[config.mk]
export PLATFORM = sky130hd
export DESIGN_NAME = ysyx_23060203_rd_arb
export DESIGN_NICKNAME = d
export VERILOG_FILES = /design/src/rtl/ysyx_23060203_rd_arb.sv
export SDC_FILE = /design/constraint.sdc
export NUM_CORES = 1
export LEC_CHECK = 0
export BUFFER_PORTS_ARGS = -buffer_cell sky130_fd_sc_hd__clkbuf_2
export CORE_AREA = 2 2 95 97
export DETAILED_ROUTE_END_ITERATION = 8
export DIE_AREA = 0 0 97 99
export SETUP_SLACK_MARGIN = 0.1
export SYNTH_ARGS = -nofsm -noshare
export SYNTH_HDL_FRONTEND = slang
export SYNTH_SLANG_ARGS = --single-unit
[constraint.sdc]
create_clock -name clock -period 2.2 [get_ports clock]
set_clock_uncertainty 0.15 [all_clocks]
set_input_delay 0.44 -clock clock [delete_from_list [all_inputs] [get_ports clock]]
set_output_delay 0.44 -clock clock [all_outputs]
set_load 0.02 [all_outputs]
[src/rtl/ysyx_23060203_rd_arb.sv]
// ysyx_23060203_rd_arb
// AXI read-channel arbiter: N_MST upstream read masters share one downstream
// read port. One transaction (AR handshake followed by its R burst) is in
// flight at a time. The winner is chosen in IDLE by round-robin or fixed
// priority, held in a registered one-hot grant until the beat carrying rlast.
// Beat counting against the captured arlen raises a sticky protocol flag
// when the slave's rlast disagrees with the requested length.

module ysyx_23060203_rd_arb #(
    parameter int N_MST   = 2,
    parameter int AW      = 32,
    parameter int DW      = 32,
    parameter int RR_MODE = 1
) (
    input  logic                clock,
    input  logic                reset,

    // upstream AR channels, master i in slice i
    input  logic [N_MST-1:0]    m_arvalid,
    output logic [N_MST-1:0]    m_arready,
    input  logic [N_MST*AW-1:0] m_araddr,
    input  logic [N_MST*4-1:0]  m_arid,
    input  logic [N_MST*8-1:0]  m_arlen,
    input  logic [N_MST*3-1:0]  m_arsize,
    input  logic [N_MST*2-1:0]  m_arburst,

    // upstream R channels, payload broadcast, valid steered
    output logic [N_MST-1:0]    m_rvalid,
    input  logic [N_MST-1:0]    m_rready,
    output logic [DW-1:0]       m_rdata,
    output logic [1:0]          m_rresp,
    output logic                m_rlast,
    output logic [3:0]          m_rid,

    // downstream AR channel
    output logic                s_arvalid,
    input  logic                s_arready,
    output logic [AW-1:0]       s_araddr,
    output logic [3:0]          s_arid,
    output logic [7:0]          s_arlen,
    output logic [2:0]          s_arsize,
    output logic [1:0]          s_arburst,

    // downstream R channel
    input  logic                s_rvalid,
    output logic                s_rready,
    input  logic [DW-1:0]       s_rdata,
    input  logic [1:0]          s_rresp,
    input  logic                s_rlast,
    input  logic [3:0]          s_rid,

    // status
    output logic [N_MST-1:0]    grant,
    output logic                proto_err
);

    // Pointer width; a single master still needs one bit to hold the value 0.
    localparam int PW = (N_MST > 1) ? $clog2(N_MST) : 1;
    localparam logic [N_MST-1:0] ONE = N_MST'(1);

    typedef enum logic [1:0] {
        IDLE = 2'd0,
        ADDR = 2'd1,
        DATA = 2'd2
    } state_t;

    state_t           state_q;
    state_t           state_d;
    logic [N_MST-1:0] grant_q;
    logic [PW-1:0]    ptr_q;
    logic [7:0]       cnt_q;
    logic [7:0]       len_q;
    logic             err_q;

    logic [N_MST-1:0] win_oh;
    logic [PW-1:0]    win_idx;
    logic             any_req;
    logic             ar_hs;
    logic             r_beat;
    logic             len_bad;

    assign any_req = |m_arvalid;
    assign ar_hs   = (state_q == ADDR) && s_arready;
    assign r_beat  = (state_q == DATA) && s_rvalid && s_rready;
    // rlast early (count short of len) or missing (count already at len)
    assign len_bad = s_rlast ? (cnt_q != len_q) : (cnt_q == len_q);

    // R payload is a pure combinational mirror of the downstream channel.
    assign m_rdata = s_rdata;
    assign m_rresp = s_rresp;
    assign m_rlast = s_rlast;
    assign m_rid   = s_rid;

    assign grant     = grant_q;
    assign proto_err = err_q;

    // Arbitration: pick the winner among current requesters.
    // The loop walks from the farthest candidate to the nearest so that the
    // nearest requester (lowest offset from ptr, or lowest index) is the
    // last assignment and therefore wins.
    always_comb begin
        // NOTE: every variable written here gets a default first, otherwise
        // a path that skips the assignment infers a latch.
        win_oh  = '0;
        win_idx = '0;
        for (int k = N_MST - 1; k >= 0; k--) begin
            if (RR_MODE != 0) begin
                if (|(m_arvalid & (ONE << ((int'(ptr_q) + k) % N_MST)))) begin
                    win_oh  = ONE << ((int'(ptr_q) + k) % N_MST);
                    win_idx = PW'((int'(ptr_q) + k) % N_MST);
                end
            end else if (m_arvalid[k]) begin
                win_oh  = ONE << k;
                win_idx = PW'(k);
            end
        end
    end

    // State register.
    always_ff @(posedge clock or posedge reset) begin
        // NOTE: sequential state uses non-blocking assignments so every
        // register samples pre-edge values regardless of block ordering.
        if (reset) state_q <= IDLE;
        else       state_q <= state_d;
    end

    // Next-state logic: arbitrate only in IDLE, then follow the transaction.
    always_comb begin
        state_d = state_q;
        case (state_q)
            IDLE:    if (any_req) state_d = ADDR;
            ADDR:    if (s_arready) state_d = DATA;
            DATA:    if (r_beat && s_rlast) state_d = IDLE;
            default: state_d = IDLE;
        endcase
    end

    // FSM outputs: handshake steering toward the granted master only.
    always_comb begin
        s_arvalid = 1'b0;
        s_rready  = 1'b0;
        m_arready = '0;
        m_rvalid  = '0;
        case (state_q)
            ADDR: begin
                s_arvalid = 1'b1;
                m_arready = grant_q & {N_MST{s_arready}};
            end
            DATA: begin
                s_rready = |(grant_q & m_rready);
                m_rvalid = grant_q & {N_MST{s_rvalid}};
            end
            default: ;
        endcase
    end

    // AR field mux: forward the granted master's address-channel fields.
    always_comb begin
        s_araddr  = '0;
        s_arid    = '0;
        s_arlen   = '0;
        s_arsize  = '0;
        s_arburst = '0;
        for (int k = 0; k < N_MST; k++) begin
            if (grant_q[k]) begin
                s_araddr  = m_araddr[k*AW +: AW];
                s_arid    = m_arid[k*4 +: 4];
                s_arlen   = m_arlen[k*8 +: 8];
                s_arsize  = m_arsize[k*3 +: 3];
                s_arburst = m_arburst[k*2 +: 2];
            end
        end
    end

    // Grant and round-robin pointer: loaded on arbitration, cleared on rlast.
    always_ff @(posedge clock or posedge reset) begin
        if (reset) begin
            grant_q <= '0;
            ptr_q   <= '0;
        end else if (state_q == IDLE && any_req) begin
            grant_q <= win_oh;
            if (RR_MODE != 0) begin
                ptr_q <= (win_idx == PW'(N_MST - 1)) ? '0 : win_idx + PW'(1);
            end
        end else if (r_beat && s_rlast) begin
            grant_q <= '0;
        end
    end

    // Burst bookkeeping: capture arlen at the AR handshake, count R beats.
    always_ff @(posedge clock or posedge reset) begin
        if (reset) begin
            len_q <= '0;
            cnt_q <= '0;
        end else if (ar_hs) begin
            len_q <= s_arlen;
            cnt_q <= '0;
        end else if (r_beat) begin
            cnt_q <= cnt_q + 8'd1;
        end
    end

    // Sticky protocol flag: set on a beat whose rlast disagrees with the count.
    always_ff @(posedge clock or posedge reset) begin
        if (reset)                 err_q <= 1'b0;
        else if (r_beat && len_bad) err_q <= 1'b1;
    end

endmodule

==> reports/results.ini, run 1 <==
[sta]
min_period_ns=2.07
worst_slew_pin_slew_ns=0.385
maxSlewViolCount=0
tns_ns=0
max-slew-margin-rel_pct=74.0
finalCritPeriodShare_pct=94.2
final-setup-viol-count=0
hold_viol=0
rsz0062_at_grt=yes
fmaxAchievable_mhz=482

[floorplanning]
row_count=34
core_area_sq_mm=0.00855
die-area_sq_mm=0.00960
initial_utilization_pct=21.9
io-pin-count=242
die_x_um=97
fp.dieH_um=99

[layout]
utilization_pct=32.7
regArea_sq_um=553
layout_common_cells=clkbuf_2 (155), a22o_1 (47), nand2_1 (32)
n_fill_cell=906
drive_above_1_share_pct=54.9
area_growth_pct=49.2
multi_input_area_sq_mm=0.00100
layout_commonest_cell=clkbuf_2
nets=497
diodes=0

[run_status]
outcome=completed

[logic_synthesis]
syn-cell-area_sq_mm=0.00187
synth_top_area_share_pct=29.4
synth_warnings=0
synthCells=220
synth_seq_area_share_pct=29.4
async_flop_share_pct=100
ys_types=29
synth_ff_type=dfrtp_1
synth.net_count=366
synth-edff-count=0
synth.top_cells.by_area=dfrtp_1 (29%), a22o_1 (23%), buf_4 (16%), nand2_1 (6.4%), xnor2_1 (3.7%)
avgSynthCellArea_sq_um=8.51
synth_top_cell_by_area=dfrtp_1
ys_seq_elements=22

[drt]
drcViolationCount=0
routed_wl_mm=7.99
drt_iter0_drc=36
num_vias=2111
via_per_inst=4.61
wl_per_cell_um=17.4
drt_pass1_iterations=4
final_antenna_net_count=0

[placed_design]
numPortBuffers=165
hpwl_mm=6.36
routabilityCongestion=0.871

[global_route]
antenna_found_initial=0
track_usage_pct=15.2
grt_max_degree=44
grt-ovfl-total=0
grt_pass1_wl_mm=11.7
grt_pass1_vias=2108

[clocking]
cts.sinks=22
htreeDepth=1
cts_tree=built
clk_pin_slew_ns=0.09
numCtsBuffers=3
cts_root_buf=clkbuf_8
insertion_delay_ns=0.27
clockBufferDepth=2

[job]
drv_cap=0

[power_and_ir_drop]
p_per_area_mw_per_mm2=1290
leakage_nw=1.53
ir_worst_vdd_uv=577

[critical_path]
crit_arrival_ns=1.48
end_kind=output pin
r2r_slack_ns=0.23
crit_fanout=6
reg2reg_from=grant[1]$_DFFE_PP0P_
required_ns=1.61
path_class=reg2out
r2r_cells=5
crit_path_start_kind=flip-flop
rr_endpoint=cnt_q[7]$_DFFE_PP0P_

[worst_hold_path]
min-delay-path-class=in2async

==> per-layer routing <==
layer  wire (um)  global-route usage (%)
met3         550                    3.83
met1        3330                    19.5
met5           0                       0
met4          26                    1.95
met2        4080                    26.6
==> layout make-up <==
class,instances,share of cell area [%]
repair buffers,178,36.5
multi-input cells,143,35.9
flip-flops and latches,22,19.8
well taps,108,4.84
clock buffers,3,1.48
clock inverters,1,1.07
inverters,3,0.403
==> stage by stage <==
step                      setup slack (ns)  hold WS, ns  power [mW]  cell area (sq um)  std cells
after floorplan                      0.137        0.279        2.22               1880        220
after global placement               0.235        0.313        2.92               2550        446
after detailed placement             0.175        0.319        2.97               2550        446
after CTS                           0.0637       0.0454        3.45               2680        453
after global routing                0.0828       0.0786        3.84               2790        458
final                                0.127       0.0308        3.61               2790        458
==> power breakdown <==
| part | leakage [nW] | switching (mW) | total [mW] | internal, mW |
|---|---|---|---|---|
| registers | 0.283 | 0.113 | 0.650 | 0.537 |
| clock network | 0.0357 | 0.131 | 0.374 | 0.243 |
| logic | 1.21 | 1.52 | 2.58 | 1.07 |
| total | 1.53 | 1.76 | 3.61 | 1.85 |
==> synthesized netlist by cell type, drive strengths merged (4+ instances only) <==
master / instances
or4: 4
nand2: 32
buf: 41
nor2: 6
a22o: 50
o21ai: 8
a21oi: 4
and3: 4
clkbuf: 11
nand3: 5
dfrtp: 22
xnor2: 8
==> cells by family after synthesis <==
| family | Yosys count | share of synthesized area (%) |
|---|---|---|
| AOI/OAI and AO/OA | 65 | 28.1 |
| xor gates and xnor gates | 11 | 5.14 |
| adders and majority gates | 1 | 0.668 |
| buffers and inverters | 55 | 19.0 |
| DFF | 22 | 29.4 |
| muxes | 1 | 0.534 |
| and+or+nand+nor | 65 | 17.2 |
==> what timing repair did <==
item	CTS	global route
hold buffers	0	0
setup buffers	2	1
cloned	1	4
gates resized for setup	5	22
endpoints found under the setup margin	49	42
pin swaps	0	1
hold endpoints to repair	0	0
==> how the worst max path moves through the flow <==
stage,start,endpoint,slack (ns),cells past startpoint
6_report,grant[0]$_DFFE_PP0P_,s_arlen[3],0.13,5
5_1_grt,grant[0]$_DFFE_PP0P_,s_arlen[3],0.08,5
4_1_cts,grant[1]$_DFFE_PP0P_,s_arlen[3],0.06,4
3_5_place_dp,s_rvalid,cnt_q[7]$_DFFE_PP0P_,0.17,5
3_3_place_gp,grant[1]$_DFFE_PP0P_,s_arlen[4],0.24,3
2_1_floorplan,grant[1]$_DFFE_PP0P_,s_araddr[19],0.14,5
==> flip-flops by register name (all words and copies together) (netlist names) <==
register and flops:
cnt_q 8, grant 2, len_q 8, proto_err 1, ptr_q 1, state_q 2
==> critical path, cell delays in order, from the launching register on <==
cell,delay (ns)
dfrtp_2,0.42
nor2b_4,0.13
buf_12,0.14
clkbuf_16,0.16
a22o_4,0.23
clkbuf_2,0.15
Note: power is estimated with default switching activity, not from simulation.
==> inputs of run 2 (changes only) <==
clock period = 2.25 ns   (was 2.2 ns; I/O delays follow)
==> reports/results.ini, run 2 (synthesized netlist as in run 1, its figures left out) <==
[run_status]
outcome=completed  ; unchanged

[clocking]
cts_root_buf=clkbuf_8  ; unchanged
htreeDepth=1  ; unchanged
clockBufferDepth=2  ; unchanged
hold_buffers=0  ; unchanged
insertion_delay_ns=0.26  ; was 0.27 ns
numCtsBuffers=3  ; unchanged
clk_pin_slew_ns=0.08  ; was 0.09 ns
cts.sinks=22  ; unchanged
cts_tree=built  ; unchanged

[global_route]
grt-ovfl-total=0  ; unchanged
grt_pass1_wl_mm=11.3  ; was 11.7 mm
antenna_found_initial=0  ; unchanged
track_usage_pct=14.5  ; was 15.2%
grt_max_degree=50  ; was 44
grt_pass1_vias=2016  ; was 2108

[placed_design]
numPortBuffers=165  ; unchanged
dp_slack_ns=0.223  ; was 0.175 ns
hpwl_mm=6.35  ; was 6.36 mm
placedCellCount=447  ; was 446
routabilityCongestion=0.837  ; was 0.871

[sta]
setup_slack_ns=0.172  ; was 0.127 ns
maxSlewViolCount=0  ; unchanged
fmaxAchievable_mhz=481
whs_ns=0.103  ; was 0.0308 ns
worst_slew_pin_slew_ns=0.669  ; was 0.385 ns
tns_ns=0  ; unchanged
final-setup-viol-count=0  ; unchanged
max-slew-margin-rel_pct=55.3  ; was 74.0%
min_period_ns=2.08
rsz0062_at_grt=yes  ; unchanged
finalCritPeriodShare_pct=92.4
hold_viol=0  ; unchanged

[job]
drv_cap=0  ; unchanged

[drt]
num_vias=2086  ; was 2111
drt_iter0_drc=42  ; was 36
drt_pass1_iterations=4  ; unchanged
routed_wl_mm=7.54  ; was 7.99 mm
via_per_inst=4.59  ; was 4.61
final_antenna_net_count=0  ; unchanged
drcViolationCount=0  ; unchanged
wl_per_cell_um=16.6  ; was 17.4 um

[power_and_ir_drop]
leakage_nw=1.48  ; was 1.53 nW
ir_worst_vdd_uv=484  ; was 577 uV
p_per_area_mw_per_mm2=1220  ; was 1290 mW/mm^2
p_total_mw=3.25  ; was 3.61 mW

[critical_path]
slowest_delay_ns=0.45  ; was 0.42 ns
crit_fanout=25  ; was 6
crit_arrival_ns=1.48  ; about the same
crit_chain=nor2b_4, buf_12, a22o_1, clkbuf_2  ; was nor2b_4, buf_12, clkbuf_16, a22o_4, clkbuf_2
crit_slowest_cell=dfrtp_2  ; unchanged
r2r_slack_ns=0.27  ; was 0.23 ns
cpLargestDelayFamily=flip-flops  ; was buffers and inverters
path_class=reg2out  ; unchanged
crit_path_start_kind=flip-flop  ; unchanged
required_ns=1.65  ; was 1.61 ns
path_buf_inv=2  ; was 3
end_kind=output pin  ; unchanged

[layout]
diodes=0  ; unchanged
n_fill_cell=909  ; was 906
fin_cells=454  ; was 458
layout_commonest_cell=clkbuf_2  ; unchanged
layout_common_cells=clkbuf_2 (165), a22o_1 (48), nand2_1 (32)  ; was clkbuf_2 (155), a22o_1 (47), nand2_1 (32)
nets=493  ; was 497
reg_top3=cnt_q: 8 flops, len_q: 8 flops  ; unchanged
area_growth_pct=42.6  ; was 49.2%
drive_above_1_share_pct=54.0  ; was 54.9%

[floorplanning]
initial_utilization_pct=21.9  ; unchanged
die-area_sq_mm=0.00960  ; unchanged
row_count=34  ; unchanged
fp.dieH_um=99  ; unchanged
core_area_sq_mm=0.00855  ; unchanged
die_x_um=97  ; unchanged
io-pin-count=242  ; unchanged

[worst_hold_path]
min-delay-path-class=in2async  ; unchanged

## run 2: cell types whose count changed in the layout (fill, tap and decap cells not counted), sizes merged
cell,delta
buf,-12
bufinv,-1
clkbuf,+9
## run 2: what timing repair did
item / 4_1_cts / 5_1_grt
gates resized for setup: 2 / 2
setup endpoints to repair: 30 / 45
buffers inserted: 0 / 2
gates cloned: 0 / 1
## run 2: power breakdown
part | internal (mW) | switching (mW) | leakage (nW)
registers | 0.525 | 0.119 | 0.283
logic | 0.901 | 1.42 | 1.17
clock network | 0.156 | 0.131 | 0.0288
total | 1.58 | 1.67 | 1.48
## run 2: path summary, 6_finish.rpt
| path | cells after the start | end | start |
|---|---|---|---|
| max | 4 | s_araddr[25] | grant[1]$_DFFE_PP0P_ |
| min | 2 | proto_err$_DFFE_PP0P_ | reset |
| max reg2reg | 5 | cnt_q[7]$_DFFE_PP0P_ | grant[1]$_DFFE_PP0P_ |
| min reg2reg | 1 | proto_err$_DFFE_PP0P_ | proto_err$_DFFE_PP0P_ |
| max in group asynchronous | 3 | cnt_q[6]$_DFFE_PP0P_ | reset |
| min in group clock | 2 | state_q[0]$_DFFE_PP0P_ | s_arready |
## run 2: per-layer routing
metal  GRT usage, %  wire length, um  vias up
met5              0                0        -
met2           25.0             3760      127
met4           1.63                7        0
met1           19.2             3200      945
li1               -                -     1010
met3           3.48              565        4
## run 2: layout make-up
class	instances	area (sq um)	share of cell area, %
Clock buffer	4	55.1	2.06
Inverter	3	11.3	0.422
Multi-Input combinational cell	143	993	37.2
Sequential cell	22	553	20.7
Tap cell	108	135	5.06
Timing Repair Buffer	174	923	34.6
## run 2: per-stage QoR
stage	area, sq um	utilization, %
2_1_floorplan	1880	-
3_3_place_gp	2550	29.9
3_5_place_dp	2550	29.9
4_1_cts	2620	30.6
5_1_grt	2670	31.2
6_report	2670	31.2
==> inputs of run 3 (changes only) <==
GPL_TIMING_DRIVEN = 0   (was not set)
==> reports/results.ini, run 3 (synthesized netlist as in run 1, its figures left out) <==
[run_status]
outcome=completed  ; unchanged

[job]
drv_cap=0  ; unchanged

[sta]
hold_viol=0  ; unchanged
final-setup-viol-count=0  ; unchanged
worst_slew_pin_slew_ns=0.825  ; was 0.669 ns
maxSlewViolCount=0  ; unchanged
finalCritPeriodShare_pct=95.9  ; was 92.4%
setup_slack_ns=0.0923  ; was 0.172 ns
fmaxAchievable_mhz=463  ; was 481 MHz
max-slew-margin-rel_pct=44.9  ; was 55.3%
rsz0062_at_grt=yes  ; unchanged
min_period_ns=2.16  ; was 2.08 ns

[critical_path]
crit_slowest_cell=dfrtp_1  ; was dfrtp_2
end_kind=output pin  ; unchanged
crit_path_start_kind=flip-flop  ; unchanged
cpLargestDelayFamily=buffers and inverters  ; was flip-flops
slowest_delay_ns=0.39  ; was 0.45 ns
path_buf_inv=4  ; was 2
crit_fanout=8  ; was 25
r2r_slack_ns=0.21  ; was 0.27 ns
path_class=reg2out  ; unchanged
crit_arrival_ns=1.56  ; was 1.48 ns
required_ns=1.65  ; about the same
crit_chain=buf_6, nor2b_4, buf_8, buf_12, a22o_1, clkbuf_8  ; was nor2b_4, buf_12, a22o_1, clkbuf_2

[power_and_ir_drop]
ir_worst_vdd_uv=365  ; was 484 uV
seqPwrFrac_pct=16.0  ; was 19.8%
switching_share_pct=46.8  ; was 51.3%
clock_power_share_pct=7.2  ; was 8.8%
p_switching_mw=1.83  ; was 1.67 mW
p_per_area_mw_per_mm2=1120  ; was 1220 mW/mm^2
leakage_nw=1.97  ; was 1.48 nW
pwr-share-comb_pct=76.7  ; was 71.4%
p_int_mw=2.09  ; was 1.58 mW

[global_route]
grt_pass1_vias=2430  ; was 2016
track_usage_pct=16.4  ; was 14.5%
grt-ovfl-total=0  ; unchanged
grt_max_degree=23  ; was 50
antenna_found_initial=0  ; unchanged
grt_pass1_wl_mm=12.9  ; was 11.3 mm

[layout]
nets=588  ; was 493
layout_common_cells=clkbuf_2 (177), buf_4 (54), a22o_1 (47)  ; was clkbuf_2 (165), a22o_1 (48), nand2_1 (32)
layout_commonest_cell=clkbuf_2  ; unchanged
final_area_sq_mm=0.00350  ; was 0.00267 sq mm
drive_above_1_share_pct=63.3  ; was 54.0%
diodes=0  ; unchanged
reg_top3=cnt_q: 8 flops, len_q: 8 flops  ; unchanged
area_growth_pct=86.8  ; was 42.6%
utilization_pct=40.9  ; was 31.2%

[placed_design]
numPortBuffers=203  ; was 165
dp_slack_ns=-0.172  ; was 0.223 ns
placed_cell_area_sq_mm=0.00303  ; was 0.00255 sq mm
routabilityCongestion=0.812  ; was 0.837
hpwl_mm=7.27  ; was 6.35 mm

[drt]
wl_per_cell_um=15.3  ; was 16.6 um
drt_iter0_drc=43  ; was 42
routed_wl_mm=8.39  ; was 7.54 mm
final_antenna_net_count=0  ; unchanged
via_per_inst=4.40  ; was 4.59
num_vias=2413  ; was 2086
drt_pass1_iterations=4  ; unchanged
drcViolationCount=0  ; unchanged

[clocking]
htreeDepth=1  ; unchanged
numCtsBuffers=3  ; unchanged
cts_tree=built  ; unchanged
hold_buffers=0  ; unchanged
clk_pin_slew_ns=0.08  ; about the same
cts_root_buf=clkbuf_8  ; unchanged
clockBufferDepth=2  ; unchanged
insertion_delay_ns=0.26  ; about the same
cts.sinks=22  ; unchanged

[floorplanning]
die_x_um=97  ; unchanged
initial_utilization_pct=21.9  ; unchanged
fp.dieH_um=99  ; unchanged
die-area_sq_mm=0.00960  ; unchanged
row_count=34  ; unchanged
io-pin-count=242  ; unchanged
core_area_sq_mm=0.00855  ; unchanged

[worst_hold_path]
min-delay-path-class=in2async  ; unchanged

run 3: worst paths after layout:
path | endpoint | start | cells past startpoint
max | s_arlen[5] | grant[1]$_DFFE_PP0P_ | 6
min reg2reg | proto_err$_DFFE_PP0P_ | proto_err$_DFFE_PP0P_ | 1
min in group clock | state_q[0]$_DFFE_PP0P_ | s_arready | 2
max reg2reg | cnt_q[7]$_DFFE_PP0P_ | grant[1]$_DFFE_PP0P_ | 6
min | grant[1]$_DFFE_PP0P_ | reset | 2
max in group asynchronous | grant[0]$_DFFE_PP0P_ | reset | 2
run 3: layout make-up:
cell class / instances / area (sq um)
fill: 894 / 5050
timing repair buffer: 217 / 1350
multi-input combinational: 143 / 1000
sequential: 22 / 552
buffer: 52 / 393
tap: 108 / 135
clock buffer: 4 / 55.1
inverter: 3 / 11.3
run 3: per-stage QoR:
stage	hold WS, ns	power [mW]	TNS, ns	std cells
floorplan	0.289	2.17	0	220
global placement	0.311	3.02	-1.23	531
detailed placement	0.328	3.05	-1.47	531
CTS	0.210	3.69	0	544
global route	0.264	4.16	-0.0164	549
finish	0.176	3.92	0	549
run 3: repair_timing:
action / in CTS / in global routing
buffers inserted: 9 / 4
pin swaps: 6 / 13
resized for setup: 47 / 61
cloned: 0 / 1
endpoints found under the setup margin: 51 / 59
run 3: power by group through the flow:
| stage | clock [mW] | sequential [mW] | combinational, mW |
|---|---|---|---|
| floorplan | 0 | 0.649 | 1.52 |
| global placement | 0 | 0.643 | 2.38 |
| detailed placement | 0 | 0.648 | 2.40 |
| CTS | 0.283 | 0.629 | 2.78 |
| global route | 0.303 | 0.646 | 3.21 |
| finish | 0.283 | 0.629 | 3.01 |
run 3: per-layer routing:
| metal | GRT usage, % | routed length, um | vias to the layer above | share of wire, % |
|---|---|---|---|---|
| li1 | - | - | 1198 | - |
| met1 | 20.0 | 3310 | 1097 | 39 |
| met2 | 29.9 | 4370 | 110 | 52 |
| met3 | 3.76 | 603 | 8 | 7.2 |
| met4 | 2.38 | 104 | 0 | 1.2 |
| met5 | 0 | 0 | - | 0 |
